`src/rtl/gmii_rx_framer.sv`:
```
// gmii_rx_framer
//   Receive-side framer ahead of the FCS checker. Strips preamble/SFD from the raw
//   PHY byte stream and re-emits the frame bytes (FCS included) through a 4-byte
//   delay line, so the first FCS byte can be flagged the cycle rx_dv drops.
//   Also reports the frame length and a length/PHY error status once per frame.
//
// Ports
//   i_clk             clock, rising edge
//   i_rst_n           asynchronous active-low reset
//   i_rx_dv           PHY receive data valid
//   i_rx_er           PHY receive error
//   i_rxd[7:0]        PHY receive byte
//   o_start_of_frame  1-cycle pulse the cycle before the first frame byte
//   o_end_of_frame    1-cycle pulse with the first FCS byte
//   o_data_out[7:0]   frame byte, 0 when o_data_valid is low
//   o_data_valid      o_data_out carries a frame byte
//   o_frame_done      1-cycle pulse with the last frame byte
//   o_frame_len       bytes after SFD incl. FCS, held until the next o_frame_done
//   o_frame_err       runt, oversize or rx_er seen; held until the next o_frame_done
module gmii_rx_framer #(
  parameter int unsigned MIN_PREAMBLE  = 1,
  parameter int unsigned MIN_FRAME_LEN = 64,
  parameter int unsigned MAX_FRAME_LEN = 1522,
  parameter int unsigned LEN_WIDTH     = 11
) (
  input  logic                 i_clk,
  input  logic                 i_rst_n,
  input  logic                 i_rx_dv,
  input  logic                 i_rx_er,
  input  logic [7:0]           i_rxd,
  output logic                 o_start_of_frame,
  output logic                 o_end_of_frame,
  output logic [7:0]           o_data_out,
  output logic                 o_data_valid,
  output logic                 o_frame_done,
  output logic [LEN_WIDTH-1:0] o_frame_len,
  output logic                 o_frame_err
);

  typedef enum logic [2:0] {
    StWaitIdle,
    StIdle,
    StPreamble,
    StData,
    StDrain
  } state_e;

  state_e               r_state, w_state_nxt;
  logic [7:0]           r_pcnt, w_pcnt_nxt;
  logic [LEN_WIDTH-1:0] r_len, w_len_nxt;
  logic                 r_err, w_err_nxt;
  logic [1:0]           r_drain_cnt, w_drain_cnt_nxt;
  // r_dly[0] holds the newest byte, r_dly[3] the byte due on data_out
  logic [3:0][7:0]      r_dly, w_dly_nxt;

  logic                 r_sof, w_sof_nxt;
  logic                 r_eof, w_eof_nxt;
  logic [7:0]           r_data, w_data_nxt;
  logic                 r_valid, w_valid_nxt;
  logic                 r_done, w_done_nxt;
  logic [LEN_WIDTH-1:0] r_flen, w_flen_nxt;
  logic                 r_ferr, w_ferr_nxt;

  logic                 w_shift;
  logic [7:0]           w_shift_in;
  logic                 w_len_bad;

  assign w_len_bad = (r_len < LEN_WIDTH'(MIN_FRAME_LEN)) | (r_len > LEN_WIDTH'(MAX_FRAME_LEN));

  always_comb begin
    w_state_nxt     = r_state;
    w_pcnt_nxt      = r_pcnt;
    w_len_nxt       = r_len;
    w_err_nxt       = r_err;
    w_drain_cnt_nxt = r_drain_cnt;
    w_shift         = 1'b0;
    w_shift_in      = 8'h00;
    w_sof_nxt       = 1'b0;
    w_eof_nxt       = 1'b0;
    w_data_nxt      = 8'h00;
    w_valid_nxt     = 1'b0;
    w_done_nxt      = 1'b0;
    w_flen_nxt      = r_flen;
    w_ferr_nxt      = r_ferr;

    unique case (r_state)
      StWaitIdle: begin
        if (!i_rx_dv) w_state_nxt = StIdle;
      end
      StIdle: begin
        if (i_rx_dv) begin
          if (i_rxd == 8'h55) begin
            w_state_nxt = StPreamble;
            w_pcnt_nxt  = 8'd1;
          end else begin
            w_state_nxt = StWaitIdle;
          end
        end
      end
      StPreamble: begin
        if (!i_rx_dv) begin
          w_state_nxt = StIdle;
        end else if (i_rxd == 8'h55) begin
          if (r_pcnt != 8'hff) w_pcnt_nxt = r_pcnt + 8'd1;
        end else if (i_rxd == 8'hd5 && r_pcnt >= 8'(MIN_PREAMBLE)) begin
          w_state_nxt = StData;
          w_len_nxt   = '0;
          w_err_nxt   = 1'b0;
        end else begin
          w_state_nxt = StWaitIdle;
        end
      end
      StData: begin
        if (i_rx_dv) begin
          w_shift    = 1'b1;
          w_shift_in = i_rxd;
          if (r_len != '1) w_len_nxt = r_len + 1'b1;
          if (i_rx_er) w_err_nxt = 1'b1;
          // Fourth byte entering the line: first byte leaves next cycle
          if (r_len == LEN_WIDTH'(3)) w_sof_nxt = 1'b1;
          if (r_len >= LEN_WIDTH'(4)) begin
            w_valid_nxt = 1'b1;
            w_data_nxt  = r_dly[3];
          end
        end else if (r_len >= LEN_WIDTH'(4)) begin
          // Last four bytes in the line are the FCS; first of them goes out now
          w_valid_nxt     = 1'b1;
          w_data_nxt      = r_dly[3];
          w_eof_nxt       = 1'b1;
          w_shift         = 1'b1;
          w_drain_cnt_nxt = 2'd0;
          w_state_nxt     = StDrain;
        end else begin
          // Runt too short to hold an FCS: report only, nothing on data_out
          w_done_nxt  = 1'b1;
          w_flen_nxt  = r_len;
          w_ferr_nxt  = 1'b1;
          w_state_nxt = StIdle;
        end
      end
      StDrain: begin
        w_valid_nxt     = 1'b1;
        w_data_nxt      = r_dly[3];
        w_shift         = 1'b1;
        w_drain_cnt_nxt = r_drain_cnt + 2'd1;
        if (r_drain_cnt == 2'd2) begin
          w_done_nxt  = 1'b1;
          w_flen_nxt  = r_len;
          w_ferr_nxt  = w_len_bad | r_err;
          w_state_nxt = i_rx_dv ? StWaitIdle : StIdle;
        end
      end
      default: begin
        w_state_nxt = StWaitIdle;
      end
    endcase

    w_dly_nxt = w_shift ? {r_dly[2:0], w_shift_in} : r_dly;
  end

  always_ff @(posedge i_clk or negedge i_rst_n) begin
    if (!i_rst_n) begin
      r_state     <= StWaitIdle;
      r_pcnt      <= 8'd0;
      r_len       <= '0;
      r_err       <= 1'b0;
      r_drain_cnt <= 2'd0;
      r_dly       <= '0;
      r_sof       <= 1'b0;
      r_eof       <= 1'b0;
      r_data      <= 8'h00;
      r_valid     <= 1'b0;
      r_done      <= 1'b0;
      r_flen      <= '0;
      r_ferr      <= 1'b0;
    end else begin
      r_state     <= w_state_nxt;
      r_pcnt      <= w_pcnt_nxt;
      r_len       <= w_len_nxt;
      r_err       <= w_err_nxt;
      r_drain_cnt <= w_drain_cnt_nxt;
      r_dly       <= w_dly_nxt;
      r_sof       <= w_sof_nxt;
      r_eof       <= w_eof_nxt;
      r_data      <= w_data_nxt;
      r_valid     <= w_valid_nxt;
      r_done      <= w_done_nxt;
      r_flen      <= w_flen_nxt;
      r_ferr      <= w_ferr_nxt;
    end
  end

  assign o_start_of_frame = r_sof;
  assign o_end_of_frame   = r_eof;
  assign o_data_out       = r_data;
  assign o_data_valid     = r_valid;
  assign o_frame_done     = r_done;
  assign o_frame_len      = r_flen;
  assign o_frame_err      = r_ferr;

endmodule

```
`config.mk`:
```
export PLATFORM = sky130hd
export DESIGN_NAME = gmii_rx_framer
export DESIGN_NICKNAME = d
export VERILOG_FILES = /design/src/rtl/gmii_rx_framer.sv
export SDC_FILE = /design/constraint.sdc
export NUM_CORES = 1
export LEC_CHECK = 0
export CAP_MARGIN = 20
export CORE_MARGIN = 3
export CORE_UTILIZATION = 32
export DETAILED_ROUTE_END_ITERATION = 6
export PLACE_DENSITY = 0.54
export SLEW_MARGIN = 10
export SYNTH_ARGS = -nofsm -noshare
export SYNTH_HDL_FRONTEND = slang
export SYNTH_SLANG_ARGS = --single-unit
```
`constraint.sdc`:
```
create_clock -name i_clk -period 5.8 [get_ports i_clk]
set_clock_uncertainty 0.2 [all_clocks]
set_input_delay 0.58 -clock i_clk [delete_from_list [all_inputs] [get_ports i_clk]]
set_output_delay 0.58 -clock i_clk [all_outputs]
set_load 0.02 [all_outputs]
```
# After elaboration in Yosys (flattened, before gate mapping)
# Index checks and enable logic that the tools add are counted.
# totals
ff_bits	81
inputBits	12
output_inout_bits	24
word_cells	119
# classes
n_addsub	3
order_cmp	4
eq_ne	26
mux	57
n_bitwise	2
n_reduce_logical	11
# ops
cell	count
$mux W11	8
$mux W8	8
$pmux W11 S2	2
$pmux W8 S2	2
$ne A2 B2 Y1 const B	15
$mux W3	7
$mux W1	19
$reduce_and A6 Y1	3
$pmux W3 S5	1
$add A11 B1 Y11 const B	1
$eq A11 B2 Y1 const B	1
$ge A11 B3 Y1 const B	1
$gt A11 B11 Y1 const B	1
$lt A11 B7 Y1 const B	1
$ne A11 B11 Y1 const B	1
$pmux W1 S2	5
$add A8 B1 Y8 const B	1
$eq A8 B7 Y1 const B	1
$eq A8 B8 Y1 const B	1
$ge A8 B1 Y1 const B	1
$mux W2	4
$ne A8 B8 Y1 const B	1
$eq A3 B2 Y1 const B	2
$reduce_bool A2 Y1	3
12 further kinds	13

# Longest topological paths before layout
# logic_depth
depth_word	6
depth_mapped	7
depth_no_buf	7

# Least setup slack after synthesis
# No wires, ideal clock.
# synth_timing
path_type	reg2reg
from	register r_len[2]
to	register r_dly[10] (netlist bit)
setup_ns	0.125
t_arrival_ns	1.847
t_required_ns	5.475
setup_slack_ns	3.628
stages_incl_launch_ff	7
n_path_buf	2
period_less_slack_ns	2.172
path_cell_list	dfrtp_1 -> buf_2 -> or4_1 -> nor4_2 -> o21ai_2 -> buf_6 -> mux2_4
# synth_via
elab_chain_cells	4
# synth_lines
element	line_no	text
start: declaration	50	logic [LEN_WIDTH-1:0] r_len, w_len_nxt;
start signal: assignment	179	r_len <= w_len_nxt;
$ge A11 B3 Y1	125	end else if (r_len >= LEN_WIDTH'(4)) begin
$mux W1	125	
$mux W1	114	if (i_rx_dv) begin
$pmux W1 S2	86	unique case (r_state)
end signal: assignment	182	r_dly <= w_dly_nxt;
end: declaration	54	logic [3:0][7:0] r_dly, w_dly_nxt;
# Every way passes these cells.
# A chain may end at the register's enable or synchronous reset.

# Final worst setup path
# layout_timing
from	input i_rx_dv
to	register r_flen[0], in the netlist o_frame_len[0]
# layout_via
elab_chain_cells	2
# layout_lines
element	line_no	text
start: declaration	28	input logic i_rx_dv,
$ne A2 B2 Y1 (no line)	--	
$reduce_and A4 Y1 (no line)	--	
end signal: assignment	188	r_flen <= w_flen_nxt;
end: declaration	61	logic [LEN_WIDTH-1:0] r_flen, w_flen_nxt;
# Every way passes these cells.

==> metrics.csv <==
metric;value;unit
antenna violations before repair;0;
Critical Path Fanout Max;13;
# hold bufs at CTS;0;
post-synthesis compound-gate area fraction;0.0972;
H-Tree Depth;3;
largest cells by area after synthesis;dfrtp_1 (54%), mux2_4 (12%), nand2_1 (4.2%);
CTS Buf Count;9;
min-delay src;r_dly[31]$_DFFE_PN0P_;
Layout area overhead;21.0;%
post-route ant nets;0;
post-synthesis async set-or-reset flop share;1.00;
Syn Nets;336;
Avg Inst Size Synth;11.7;sq um
post-synth cell types;52;
DR pass1 iterations;4;
Setup CP Type;input port to flop;
final instance area;0.00452;sq mm
mux cell area share after synthesis;0.146;
Arrival @ worst endpoint;2.56;ns
placement row count;38;
Post-CTS Setup Bufs;0;
Initial Util;0.336;
Worst IR Drop VDD;0.000178;V
CTS tree;yes;
shortest period the worst path allows;2.55;ns
Worst-Skew Late Latency;0.33;ns
routed wire length;7350;um
initial drt markers;176;
cell taking the most area after synthesis;dfrtp_1;
first-pass GRT wire length;12700;um
Via Count;2481;
largest family of logic cells by synthesized area;simple AND/OR/NAND/NOR gates;
DP HPWL;4920;um
reg2reg end;r_len[2]$_DFFE_PN0P_;
outcome;finished clean;
Total Nets Final;372;
RSZ-0062 raised after global routing;false;
synthesized area;0.00373;sq mm
post-CTS resize count;0;
synth warn;0;
Pwr per Cell Area;255;mW/mm^2
Top Ports;36;
die width;114;um
final setup violating endpoints;0;
Mapped Cells;319;
Yosys top cell area share;0.543;
Final period util;0.440;
crit path launch type;input port;
hold_ws;0.276;ns
Final Hold Vio Count;0;
clock root cell;clkbuf_16;
worst-margin pin slew;0.964;ns
GPL Wtd Cong;0.825;
Non-Filler Instances;500;
Bufs on Longest Clock Path;2;
Pleak;2.06;nW
Max Slew Vio Count;0;
Die Y;114;um
setup TNS;0;ns
Hold Path End;o_data_out[7]$_DFF_PN0_;
WHS Path Cells;1;
maxcap violations;0;
diode count;0;
worst path required time;5.81;ns
fillers;1078;
worst setup margin;3.25;ns
GR Util All Layers;0.122;
core area;0.0111;sq mm
layout cells sized above 1;0.158;
commonest non-fill, non-tap cell in the layout;dfrtp_1;
DP Worst Slack;2.88;ns
Inst Count DP;482;
r2r startpoint;r_state[0]$_DFFE_PN0P_;
Worst slew margin;0.357;
most frequent cells in the layout;dfrtp_1 (81), nand2_1 (42), clkdlybuf4s50_1 (34);
largest net degree at the start of global routing;82;
post-synthesis xor/xnor area fraction;0;
Wirelength per Cell;14.7;um
grt total ovfl;0;
port bufs;35;
number of synthesized register bits;81;
Crit. End Element;flop;
clk sinks;81;
register area share after synthesis;0.543;
achievable frequency;0.392;GHz
top_reg_cell synth;dfrtp_1;
vias in the first global route;2414;
adder-cell area share of the yosys netlist;0.0168;
simple-gate portion of the synthesized area;0.169;
die footprint;0.0130;sq mm
R2R Setup Slk;3.26;ns
Worst R2R Path Depth;5;
Via density;4.96;
instance area at placement;0.00419;sq mm
DRC Markers;0;
worst hold path type;flop to flop;
Post-synth EDFFs;0;
CTS clk-pin slew, worst paths;0.06;ns
==> where the power goes <==
part           internal (mW)  leakage [nW]  switching [mW]
combinational         0.0156         0.824          0.0209
sequential             0.569          1.10         0.00554
clock                  0.307         0.140           0.236
==> cell families after synthesis <==
logic type | count (synthesis)
flip-flops | 81
adder cells (fa/ha/maj) | 5
buffers and inverters | 21
multiplexers | 39
AO/OA/AOI/OAI | 52
AND/OR/NAND/NOR | 121
==> cells in the mapped netlist, drive strengths merged, types with 2 or more instances <==
cell	number
mux2	36
mux2i	3
nor2	19
and2	11
nand3b	4
nor3	4
and3	8
a221o	3
a21oi	7
nor2b	4
a211o	2
nand2b	3
buf	6
o22a	2
o21bai	2
dfrtp	81
inv	7
ha	5
and4	2
o21ai	14
nand4	2
clkbuf	8
o2bb2ai	2
nand3	11
a31oi	7
nor4	3
o211ai	3
or4	2
nand2	42
nor3b	2
==> state kept, by name (all words and copies together) (netlist names) <==
| register | count |
|---|---|
| o_start_of_frame | 1 |
| o_end_of_frame | 1 |
| r_state | 3 |
| r_len | 11 |
| r_dly | 32 |
| o_frame_done | 1 |
| o_frame_err | 1 |
| r_err | 1 |
| o_frame_len | 11 |
| o_data_valid | 1 |
| o_data_out | 8 |
| r_pcnt | 8 |
| r_drain_cnt | 2 |
==> area by class of cell <==
| cell class | instances | area [sq um] | share of cell area |
|---|---|---|---|
| multi-input cells | 217 | 1600 | 0.355 |
| flip-flops and latches | 81 | 2030 | 0.449 |
| well taps | 140 | 175 | 0.0388 |
| repair buffers | 39 | 400 | 0.0886 |
| inverters | 7 | 26.3 | 0.00582 |
| clock inverters | 6 | 47.5 | 0.0105 |
| clock buffers | 10 | 239 | 0.0529 |
==> routing by layer <==
metal	vias to the layer above	GRT usage	wire length [um]
li1	1218	-	-
met1	1210	0.173	3650
met2	47	0.178	3320
met3	6	0.0302	266
met4	0	0.0546	115
met5	-	0	0
==> critical path, stage by stage <==
cell	delay (ns)
clkdlybuf4s50_1	0.71
nor2_1	0.11
a22oi_2	0.77
mux2_1	0.38
==> worst max path at each step <==
stage | startpoint | endpoint | slack [ns] | depth (start not counted)
2_1_floorplan | r_len[2]$_DFFE_PN0P_ | r_dly[10]$_DFFE_PN0P_ | 3.63 | 6
6_report | i_rx_dv | o_frame_len[0]$_DFFE_PN0P_ | 3.25 | 4
3_5_place_dp | i_rx_dv | o_frame_len[10]$_DFFE_PN0P_ | 2.88 | 4
5_1_grt | r_state[0]$_DFFE_PN0P_ | r_len[2]$_DFFE_PN0P_ | 3.04 | 5
4_1_cts | i_rx_dv | o_frame_len[0]$_DFFE_PN0P_ | 3.23 | 4
3_3_place_gp | i_rx_dv | o_frame_len[10]$_DFFE_PN0P_ | 2.92 | 4
==> metrics by stage <==
| step | utilization | total power [mW] |
|---|---|---|
| 3_3_place_gp | 0.377 | 0.619 |
| 3_5_place_dp | 0.377 | 0.620 |
| 6_report | 0.406 | 1.15 |
| 5_1_grt | 0.406 | 1.20 |
| 4_1_cts | 0.403 | 1.17 |
| 2_1_floorplan | - | 0.595 |
No activity file was read; power rests on OpenSTA's default activity.
